### src/rtl/uart_tx_ctrl_if.sv
// Handshake and serial-line bundle between a UART TX frame controller and its neighbours.
// Master drives the word, request and parity bit; slave returns the parity load strobe, line and busy.
interface uart_tx_ctrl_if #(
  parameter int WIDTH = 8
);
  logic [WIDTH-1:0] p_data;
  logic             data_valid;
  logic             par_en;
  logic             par_bit;
  logic             par_load;
  logic             tx_out;
  logic             busy;

  modport master (
    output p_data,
    output data_valid,
    output par_en,
    output par_bit,
    input  par_load,
    input  tx_out,
    input  busy
  );

  modport slave (
    input  p_data,
    input  data_valid,
    input  par_en,
    input  par_bit,
    output par_load,
    output tx_out,
    output busy
  );
endinterface

### src/rtl/uart_tx_ctrl.sv
// UART TX frame controller: start bit, LSB-first data, optional parity, stop bit; one bit per clock.
// Line is registered one edge after accept; requests are taken only in IDLE and ignored mid-frame.
module uart_tx_ctrl #(
  parameter int WIDTH = 8
) (
  input  logic          i_clk,
  input  logic          i_rst,
  uart_tx_ctrl_if.slave io_tx
);
  localparam int            CW   = (WIDTH > 1) ? $clog2(WIDTH) : 1;
  localparam logic [CW-1:0] LAST = CW'(WIDTH - 1);

  typedef enum logic [2:0] {
    S_IDLE,
    S_START,
    S_DATA,
    S_PARITY,
    S_STOP
  } state_t;

  state_t           r_state;
  state_t           w_next;
  logic [WIDTH-1:0] r_shift;
  logic [CW-1:0]    r_cnt;
  logic             r_par_en;
  logic             r_tx;
  logic             r_busy;
  logic             w_accept;
  logic             w_tx;
  logic             w_busy;

  // Gated by reset so the parity calculator never sees a load while reset is held.
  assign w_accept       = io_tx.data_valid & (r_state == S_IDLE) & ~i_rst;
  assign io_tx.par_load = w_accept;
  assign io_tx.tx_out   = r_tx;
  assign io_tx.busy     = r_busy;

  always_comb begin
    w_next = r_state;
    w_tx   = 1'b1;
    w_busy = 1'b1;
    case (r_state)
      S_IDLE:   if (w_accept) w_next = S_START;
      S_START:  w_next = S_DATA;
      S_DATA:   if (r_cnt == LAST) w_next = r_par_en ? S_PARITY : S_STOP;
      S_PARITY: w_next = S_STOP;
      S_STOP:   w_next = S_IDLE;
      default:  w_next = S_IDLE;
    endcase
    // Line and busy are decoded from the next state so they change on the same edge as it.
    case (w_next)
      S_IDLE:   w_busy = 1'b0;
      S_START:  w_tx = 1'b0;
      S_DATA:   w_tx = r_shift[0];
      S_PARITY: w_tx = io_tx.par_bit;
      S_STOP:   w_tx = 1'b1;
      default: begin
        w_tx   = 1'b1;
        w_busy = 1'b0;
      end
    endcase
  end

  always_ff @(posedge i_clk or posedge i_rst) begin
    if (i_rst) begin
      r_state <= S_IDLE;
      r_tx    <= 1'b1;
      r_busy  <= 1'b0;
    end else begin
      r_state <= w_next;
      r_tx    <= w_tx;
      r_busy  <= w_busy;
    end
  end

  always_ff @(posedge i_clk or posedge i_rst) begin
    if (i_rst) begin
      r_shift  <= '0;
      r_cnt    <= '0;
      r_par_en <= 1'b0;
    end else if (w_accept) begin
      r_shift  <= io_tx.p_data;
      r_cnt    <= '0;
      r_par_en <= io_tx.par_en;
    end else begin
      if (w_next == S_DATA) r_shift <= r_shift >> 1;
      if (r_state == S_DATA && r_cnt != LAST) r_cnt <= r_cnt + CW'(1);
    end
  end
endmodule
### src/flat_wrapper.sv
// flat-port wrapper written by rule: the top's interface ports become plain ports
module uart_tx_ctrl_flat 
#(
  parameter int WIDTH = 8
)
  (i_clk, i_rst, io_tx_p_data, io_tx_data_valid, io_tx_par_en, io_tx_par_bit, io_tx_par_load, io_tx_tx_out, io_tx_busy);
  uart_tx_ctrl_if #(.WIDTH(WIDTH)) io_tx_i ();
  input  logic i_clk;
  input  logic i_rst;
  input wire logic [$bits(io_tx_i.p_data)-1:0] io_tx_p_data;
  input wire logic [$bits(io_tx_i.data_valid)-1:0] io_tx_data_valid;
  input wire logic [$bits(io_tx_i.par_en)-1:0] io_tx_par_en;
  input wire logic [$bits(io_tx_i.par_bit)-1:0] io_tx_par_bit;
  output wire logic [$bits(io_tx_i.par_load)-1:0] io_tx_par_load;
  output wire logic [$bits(io_tx_i.tx_out)-1:0] io_tx_tx_out;
  output wire logic [$bits(io_tx_i.busy)-1:0] io_tx_busy;
  assign io_tx_i.p_data = io_tx_p_data;
  assign io_tx_i.data_valid = io_tx_data_valid;
  assign io_tx_i.par_en = io_tx_par_en;
  assign io_tx_i.par_bit = io_tx_par_bit;
  assign io_tx_par_load = io_tx_i.par_load;
  assign io_tx_tx_out = io_tx_i.tx_out;
  assign io_tx_busy = io_tx_i.busy;
  uart_tx_ctrl #(.WIDTH(WIDTH)) u_core (.i_clk(i_clk), .i_rst(i_rst), .io_tx(io_tx_i));
endmodule
### config.mk
export PLATFORM = sky130hd
export DESIGN_NAME = uart_tx_ctrl_flat
export DESIGN_NICKNAME = d
export VERILOG_FILES = /design/src/rtl/uart_tx_ctrl_if.sv /design/src/rtl/uart_tx_ctrl.sv /design/src/flat_wrapper.sv
export SDC_FILE = /design/constraint.sdc
export NUM_CORES = 1
export LEC_CHECK = 0
export ABC_AREA = 1
export CAP_MARGIN = 20
export CORE_AREA = 2 2 47 49
export CTS_BUF_LIST = sky130_fd_sc_hd__clkbuf_8
export DETAILED_ROUTE_END_ITERATION = 8
export DIE_AREA = 0 0 49 51
export PLACE_DENSITY_LB_ADDON = 0.05
export REMOVE_ABC_BUFFERS = 1
export SETUP_SLACK_MARGIN = 0.5
export SKIP_CTS_REPAIR_TIMING = 1
export SKIP_LAST_GASP = 1
export SLEW_MARGIN = 30
export SYNTH_ARGS = -nofsm -noshare
export SYNTH_HDL_FRONTEND = slang
export SYNTH_SLANG_ARGS = --single-unit
### constraint.sdc
create_clock -name i_clk -period 1.7 [get_ports i_clk]
set_input_delay 0.34 -clock i_clk [delete_from_list [all_inputs] [get_ports i_clk]]
set_output_delay 0.34 -clock i_clk [all_outputs]
set_load 0.02 [all_outputs]
# [Word level (Yosys, flattened, before mapping)]
# Index checks and enable logic that the tools add are counted.
[op_classes] add_sub_neg=1 eq_ne=9 mux=10 bitwise_logic=3 reduce_logical=5
[ops] op="2-to-1 mux 8 bit" count=2
[ops] op="2-to-1 mux 3 bit" count=5
[ops] op="== test 3 x 2 -> 1 bit (second input constant)" count=4
[ops] op="case mux 3 bit (4 select lines)" count=1
[ops] op="== test 3 x 1 -> 1 bit (second input constant)" count=2
[ops] op="== test 3 bit (second input constant)" count=2
[ops] op="nonzero test 2 bit" count=2
[ops] op="OR reduction 4 bit" count=1
[ops] op="adder 3 x 1 -> 3 bit (second input constant)" count=1
[ops] op="logical NOT 3 bit" count=1
[ops] op="inequality test 3 bit (second input constant)" count=1
[ops] op="case mux 1 bit (3 select lines)" count=1
[ops] op="bitwise AND 1 bit" count=2
[ops] op="logical AND 1 bit" count=1
[ops] op="2-to-1 mux 1 bit" count=1
[ops] op="NOT 1 bit" count=1
[word_totals] reg_bits=17 input_bits=13 wordCells=34

# [Longest topological paths before layout]
# Gate-level depths: netlist of run 1.
[logic_depth] word_depth=8 mapped_depth=9 ltp_nobuf=9

# [Worst setup path before layout of run 1]
# OpenSTA, ideal clock, no wires.
[synth_path] kind="input to output" from="input i_rst" to="output io_tx_par_load" arrival_ns=1.296 required_time_ns=1.360 path_slack_ns=0.064 path_stages=4 n_path_buf=1 path_cell_list="inv_1 > nand4_4 > inv_2 > buf_6"
[synth_between] elab_chain_cells=2
[synth_lines] element="start, declared" line="flat_wrapper.sv:9" text="input logic i_rst;"
[synth_lines] element="NOT 1 bit" line="uart_tx_ctrl.sv:33" text="assign w_accept = io_tx.data_valid & (r_state == S_IDLE) & ~i_rst;"
[synth_lines] element="bitwise AND 1 bit" line="uart_tx_ctrl.sv:33"
[synth_lines] element="end, declared" line="flat_wrapper.sv:14" text="output wire logic [$bits(io_tx_i.par_load)-1:0] io_tx_par_load;"
# Every way passes these cells.

# [Worst setup path in the final report of run 1]
[layout_path] from="register u_core.r_cnt[1]" to="register u_core.r_shift[5]"
[layout_between] elab_chain_cells=5
[layout_lines] element="start, declared" line="uart_tx_ctrl.sv:24" text="logic [CW-1:0] r_cnt;"
[layout_lines] element="start signal, assigned" line="uart_tx_ctrl.sv:87" text="if (r_state == S_DATA && r_cnt != LAST) r_cnt <= r_cnt + CW'(1);"
[layout_lines] element="== test 3 bit" line="uart_tx_ctrl.sv:45" text="S_DATA: if (r_cnt == LAST) w_next = r_par_en ? S_PARITY : S_STOP;"
[layout_lines] element="2-to-1 mux 3 bit" line="uart_tx_ctrl.sv:45"
[layout_lines] element="case mux 3 bit (4 select lines)" line="uart_tx_ctrl.sv:42" text="case (r_state)"
[layout_lines] element="named net u_core.w_next[1]" line="uart_tx_ctrl.sv:22" text="state_t w_next;"
[layout_lines] element="== test 3 x 2 -> 1 bit" line="uart_tx_ctrl.sv:86" text="if (w_next == S_DATA) r_shift <= r_shift >> 1;"
[layout_lines] element="nonzero test 2 bit (no source line)"
[layout_lines] element="end signal, assigned" line="uart_tx_ctrl.sv:82" text="r_shift <= io_tx.p_data;"
[layout_lines] element="end signal, assigned" line="uart_tx_ctrl.sv:86"
[layout_lines] element="end, declared" line="uart_tx_ctrl.sv:23" text="logic [WIDTH-1:0] r_shift;"
# The timed path passes the listed nets, and every way through them passes these cells.
# A chain may end at the register's enable or synchronous reset.

==> metrics.csv, run 1 <==
stage,metric,value,unit
synth,avgSynthCellArea,8.487,sq um
pwr,finalPower,1.903,mW
global_route,grt_pass1_vias,728,
pwr,p_leak,0.6555,nW
final_layout,stdcell_count,162,
synth,seq_area_frac_synth,47.43,%
clock_tree,clk_latency,0.25,ns
worst_setup_path,worst_setup_path_end_kind,flop,
outcome,status,"complete, no violations",
pwr,powerDensity,1496,nW/um^2
routing,wl_per_cell,11.61,um
clock_tree,clk_root_buffer_cell,clkbuf_8,
die,io_pins,16,
place,port_buffers,15,
global_route,grt_pass1_wl,3008,um
synth,yosys_warnings,0,
synth,ys_types,20,
die,initial_core_util,43.60,%
die,core_region_area,2063,sq um
place,placed_area,1094,sq um
die,die_area,2499,sq um
worst_setup_path,cp.arrival,1.69,ns
worst_setup_path,cp-start-kind,flop,
worst_setup_path,crit_chain,ha_2 -> ha_4 -> nand2_2 -> nand3_2 -> nand2_4 -> nand3_4 -> nand2_8 -> nand2_1 -> nand2_1,
final_layout,diodes,0,
global_route,grt.total_usage,16.21,%
clock_tree,path_clk_slew,0.07,ns
worst_setup_path,crit_type,flop to flop,
worst_setup_path,path_delay_family,simple AND/OR/NAND/NOR gates,
clock_tree,cts-htree-levels,1,
routing,drt_iter0_drc,15,
final_layout,finalInstanceArea,1272,sq um
timing,rsz0062_at_grt,yes,
routing,via_per_inst,4.710,
timing,finalMaxSlewViolations,0,
synth,synth_seq_cells,17,
place,place_congestion,0.7852,
clock_tree,cts_tree,built,
timing,worstMarginPinSlew,0.2217,ns
min_path,hold_class,input pin to async pin,
timing,hold_viol_final,0,
global_route,gr-total-overflow,0,
timing,fin_crit_sh,88.28,%
routing,dr_total_vias,763,
timing,period_needed,1.501,ns
die,rows,17,
die,die_x,49,um
worst_setup_path,path_max_fanout,7,
worst_setup_path,crit_buf_inv,0,
worst_setup_path,cp_common_cell,nand2_1,
final_layout,utilization,61.67,%
worst_setup_path,max_stage_delay,0.39,ns
timing,finalSetupViolations,0,
final_layout,drive_gt1_share,29.85,%
routing,ant_nets,0,
timing,max_freq,666.4,MHz
final_layout,final_nets,150,
timing,clock_skew,0.0006107,ns
routing,dr.pass1.iters,4,
clock_tree,cts_buffer_depth,2,
global_route,grt_max_degree,24,
clock_tree,cts_sinks,17,
global_route,antenna_found_initial,0,
clock_tree,cts_inserted_buffers,3,
die,die_h,51,um
run,cap_violations,0,
routing,routed_wirelength,1881,um
worst_setup_path,worstPathRequired,1.89,ns
place,dp_hpwl,1278,um
routing,drc,0,
place,place_inst,152,
pwr,vdd_drop_max,788.6,uV
final_layout,fill_cells,192,
synth,syn_area,899.6,sq um
synth,synthCells,106,
final_layout,syn_to_final_growth,41.45,%
worst_setup_path,critPathSlowestCell,dfrtp_1,
timing,slew_headroom,85.20,%
[metal layers]
metal | part of all wire, % | track usage [%]
met1 | 46 | 19.09
met2 | 51 | 29.22
met3 | 2.6 | 2.632
met4 | 0.43 | 7.143
met5 | 0 | 0
[cell type report]
type | count | area [sq um] | share of cell area, %
Timing Repair Buffer | 26 | 251.5 | 19.76
Inverter | 8 | 30.03 | 2.360
Clock inverter | 1 | 3.754 | 0.2950
Sequential cell | 17 | 426.7 | 33.53
Clock buffer | 3 | 41.29 | 3.245
Tap cell | 28 | 35.03 | 2.753
Multi-Input combinational cell | 79 | 484.2 | 38.05
[cells in the mapped netlist]
master / number / area (sq um)
a21oi_1: 1 / 5.000
buf_6: 2 / 22.52
clkbuf_8: 1 / 13.76
dfrtp_1: 16 / 400.4
dfstp_2: 1 / 26.28
ha_1: 2 / 25.02
inv_1: 6 / 22.52
inv_2: 2 / 7.510
nand2_1: 45 / 168.9
nand2_2: 3 / 18.77
nand2_4: 1 / 11.26
nand3_1: 15 / 75.07
nand3_4: 1 / 17.52
nand4_1: 1 / 6.260
nand4_4: 1 / 21.27
nor2_1: 3 / 11.26
nor2_4: 2 / 22.52
nor3_2: 1 / 10.01
o21ai_0: 1 / 5.000
xor2_1: 1 / 8.760
[per-stage QoR]
stage	hold slack (ns)	setup WS, ns	setup TNS [ns]
6_report	0.4762	0.1993	0
2_1_floorplan	0.2954	-0.09624	-0.4089
5_1_grt	0.5027	0.1097	0
4_1_cts	0.4872	-0.3226	-0.3561
3_3_place_gp	0.4858	-0.3148	-0.6661
3_5_place_dp	0.4934	-0.3104	-0.7228
[cells in the final DEF, fill, tap and decap left out, types with 2 or more instances in the layout]
| cell type | count |
|---|---|
| clkdlybuf4s50_1 | 11 |
| dfrtp_1 | 16 |
| inv_1 | 7 |
| inv_2 | 2 |
| nor2_4 | 2 |
| nand3_1 | 14 |
| dlymetal6s2s_1 | 2 |
| buf_4 | 9 |
| nor2_1 | 2 |
| nand2_1 | 39 |
| clkbuf_8 | 3 |
| nand2_4 | 2 |
| buf_6 | 3 |
| nand3_2 | 2 |
| nand2_2 | 7 |
[power by group]
part           internal [mW]  leakage (nW)  switching, mW
sequential             0.564         0.218         0.0795
clock                  0.160        0.0269          0.139
combinational          0.420         0.410          0.541
[logic make-up after synthesis]
logic type	count (synthesis)	synth area share (%)
compound gates	2	1.112
xor+xnor	1	0.9738
fa+ha+maj	2	2.781
buf+inv	11	7.371
flops	17	47.43
simple gates	73	40.33
[sequential cells by signal (all words and copies together), names as in the netlist]
name,count
u_core.r_par_en,1
u_core.io_tx.busy,1
u_core.io_tx.tx_out,1
u_core.r_shift,8
u_core.r_state,3
u_core.r_cnt,3
[final timing paths]
kind	cells past startpoint	end	slack (ns)	from
max in group asynchronous	3	u_core.io_tx.tx_out	0.97	i_rst
min in group i_clk	2	u_core.r_shift[7]	0.50	u_core.r_shift[7]
hold / removal	3	u_core.r_shift[5]	0.48	i_rst
setup / recovery	9	u_core.r_shift[5]	0.20	u_core.r_cnt[1]
hold reg to reg	2	u_core.r_shift[7]	0.50	u_core.r_shift[7]
setup reg to reg	9	u_core.r_shift[5]	0.20	u_core.r_cnt[1]
[worst reg2reg max path: stages (launching register included)]
cell and delay (ns):
dfrtp_1 0.39, ha_2 0.21, ha_4 0.18, nand2_2 0.07, nand3_2 0.10, nand2_4 0.12
nand3_4 0.14, nand2_8 0.13, nand2_1 0.05, nand2_1 0.05
No activity file was read; power rests on OpenSTA's default activity.
==> run 2, diff against run 1 <==
SLEW_MARGIN = unset   (was 30)
==> results of run 2 <==
No change in the layout: final DEF, timing and power equal those of run 1.
==> run 3, diff against run 2 <==
CORE_AREA = 2 2 40 52   (was 2 2 47 49)
DIE_AREA = 0 0 42 54   (was 0 0 49 51)
==> run 3 against run 2 <==
  * Count of clock-buffer cells in the layout unchanged
  * Clock power about the same
  * Fmax decreased by 0.18%
  * Cell count decreased by 4.3%
  * Cell area increased by 0.79%
  * Combinational power increased by 5%
  * Sequential cell count unchanged
  * Clock skew increased by 0.0054 ns
  * Power increased by 2.7%
  * Critical endpoint unchanged
==> metrics.csv, run 3 (synthesis gave the netlist of run 1 again) <==
stage,metric,value,unit,change
routing,via_per_inst,4.968,,+5.5%
final_layout,syn_to_final_growth,42.56,%,
final_layout,finalInstanceArea,1282,sq um,+0.79%
final_layout,diodes,0,,unchanged
worst_setup_path,path_max_fanout,7,,unchanged
routing,met3WireLength,78,um,+63%
timing,worstMarginPinSlew,0.2267,ns,+0.005068 ns
clock_tree,cts_sinks,17,,unchanged
final_layout,final_cell_mix,"39 x nand2_1, 16 x dfrtp_1, 14 x nand3_1",,
pwr,intPower,1.166,mW,+2.0%
timing,worst_slack,0.1966,ns,-0.002659 ns
pwr,clkPwrFrac,15.4,%,-0.3 points
routing,routed.top_layer,met4,,
timing,rsz0062_at_grt,yes,,
run,cap_violations,0,,unchanged
global_route,grt_pass1_vias,666,,-8.5%
worst_setup_path,crit_type,flop to flop,,
global_route,gr-total-overflow,0,,unchanged
die,core_region_area,1824,sq um,-12%
timing,period_needed,1.503,ns,+0.002659 ns
pwr,p_comb_share,51.6,%,+1.1 points
timing,finalMaxSlewViolations,0,,unchanged
final_layout,largest_registers,"u_core.r_shift: 8 flops, u_core.r_cnt: 3 flops, u_core.r_state: 3 flops",,
routing,drc,0,,unchanged
place,place_congestion,0.7848,,about the same
die,io_pins,16,,unchanged
pwr,p_leak,0.6620,nW,+0.99%
worst_setup_path,r2r_setup_slack,0.20,ns,about the same
die,die_x,42,um,-14%
timing,hold_viol_final,0,,unchanged
routing,ant_nets,0,,unchanged
routing,dr.pass1.iters,4,,unchanged
routing,dr_total_vias,770,,+0.92%
final_layout,layout_commonest_cell,nand2_1,,
global_route,grt.total_usage,16.74,%,+0.53 points
clock_tree,clk_latency,0.25,ns,about the same
routing,wl_per_cell,12.45,um,+7.2%
final_layout,largest_reg_flops,8,,unchanged
final_layout,drive_gt1_share,31.85,%,+2.0 points
die,die_h,54,um,+5.9%
clock_tree,clk_root_buffer_cell,clkbuf_8,,
worst_setup_path,cp.arrival,1.69,ns,about the same
clock_tree,path_clk_slew,0.07,ns,about the same
timing,slew_headroom,84.88,%,-0.31 points
routing,dr_wl_met2,989,um,+4.0%
worst_setup_path,r2r_cells,9,,unchanged
global_route,antenna_found_initial,0,,unchanged
pwr,switching_share,40.37,%,+0.46 points
worst_setup_path,worstPathRequired,1.89,ns,about the same
timing,fin_crit_sh,88.43,%,+0.16 points
min_path,hold_class,input pin to async pin,,
pwr,vdd_drop_max,833.4,uV,+5.7%
pwr,powerDensity,1524,nW/um^2,+1.9%
clock_tree,cts-htree-levels,1,,unchanged
die,initial_core_util,49.31,%,+5.7 points
worst_setup_path,cp-start-kind,flop,,
final_layout,top_register,u_core.r_shift,,
pwr,seq_power_share,33.0,%,-0.8 points
clock_tree,cts_tree,built,,
worst_setup_path,r2r_start,u_core.r_cnt[1],,
place,dpl_worst_slack,-0.2688,ns,+0.04162 ns
final_layout,final_nets,151,,+0.67%
global_route,grt_pass1_wl,2801,um,-6.9%
clock_tree,cts_inserted_buffers,3,,unchanged
place,dp_hpwl,1225,um,-4.1%
pwr,switchingPower,0.7893,mW,+3.9%
outcome,status,"complete, no violations",,
global_route,grt_max_degree,24,,unchanged
worst_setup_path,r2r_end,u_core.r_shift[5],,
clock_tree,cts_buffer_depth,2,,unchanged
timing,clock_skew,0.005970,ns,+0.005360 ns
timing,finalSetupViolations,0,,unchanged
timing,max_freq,665.2,MHz,-0.18%
die,rows,18,,+1
timing,tns,0,ns,unchanged
die,die_area,2268,sq um,-9.2%
routing,drt_iter0_drc,5,,-10
routing,met1_length,821,um,-6.0%
place,placed_area,1091,sq um,-0.23%
worst_setup_path,worst_setup_path_end_kind,flop,,
routing,routed_wirelength,1930,um,+2.6%
timing,timing.hold.ws,0.4544,ns,-0.02180 ns
place,port_buffers,15,,unchanged
[run 3: cell count changes in the layout (fill, tap and decap cells not counted), sizes merged]
cell,before,now
buf,13,14
[run 3: layer usage]
layer | GRT usage (%) | up-vias
met5 | 0 | -
met4 | 8.065 | 0
met3 | 3.020 | 6
met2 | 30.99 | 16
met1 | 18.64 | 355
li1 | - | 393
[run 3: critical path, stage by stage, from the launching register on]
cell and delay (ns):
dfrtp_1 0.39, ha_2 0.20, ha_4 0.19, nand2_4 0.07
nand3_4 0.08, nand2_4 0.12, nand3_4 0.14, nand2_8 0.14
nand2_2 0.06, nand2_1 0.06
[run 3: power groups by stage]
stage | Clock (mW) | Combinational [mW] | Sequential (mW)
2_1_floorplan | 0 | 0.485 | 0.673
3_3_place_gp | 0 | 0.737 | 0.641
3_5_place_dp | 0 | 0.751 | 0.649
4_1_cts | 0.310 | 0.754 | 0.641
5_1_grt | 0.320 | 1.11 | 0.657
6_report | 0.301 | 1.01 | 0.646
[run 3: cell type report]
class	count	area [sq um]
Fill cell	142	541.8
Multi-Input combinational cell	79	508.0
Sequential cell	17	426.7
Timing Repair Buffer	27	247.7
Clock buffer	3	41.29
Inverter	8	30.03
Tap cell	20	25.02
Clock inverter	1	3.754
[run 3: how the worst max path moves through the flow]
stage | startpoint | endpoint | slack (ns) | cells after the start
after CTS | io_tx_data_valid | io_tx_par_load | -0.28 | 4
after global routing | u_core.r_cnt[0] | u_core.r_shift[5] | 0.15 | 9
after floorplan | i_rst | io_tx_par_load | -0.1 | 3
after detailed placement | io_tx_data_valid | io_tx_par_load | -0.27 | 4
final | u_core.r_cnt[1] | u_core.r_shift[5] | 0.20 | 9
after global placement | io_tx_data_valid | io_tx_par_load | -0.28 | 4
[run 3: metrics by stage]
step | util, % | cells | power, mW
after global routing | 70.30 | 155 | 2.090
after detailed placement | 59.81 | 145 | 1.400
after global placement | 59.81 | 145 | 1.378
after CTS | 62.28 | 149 | 1.705
after floorplan | - | 103 | 1.158
final | 70.30 | 155 | 1.955
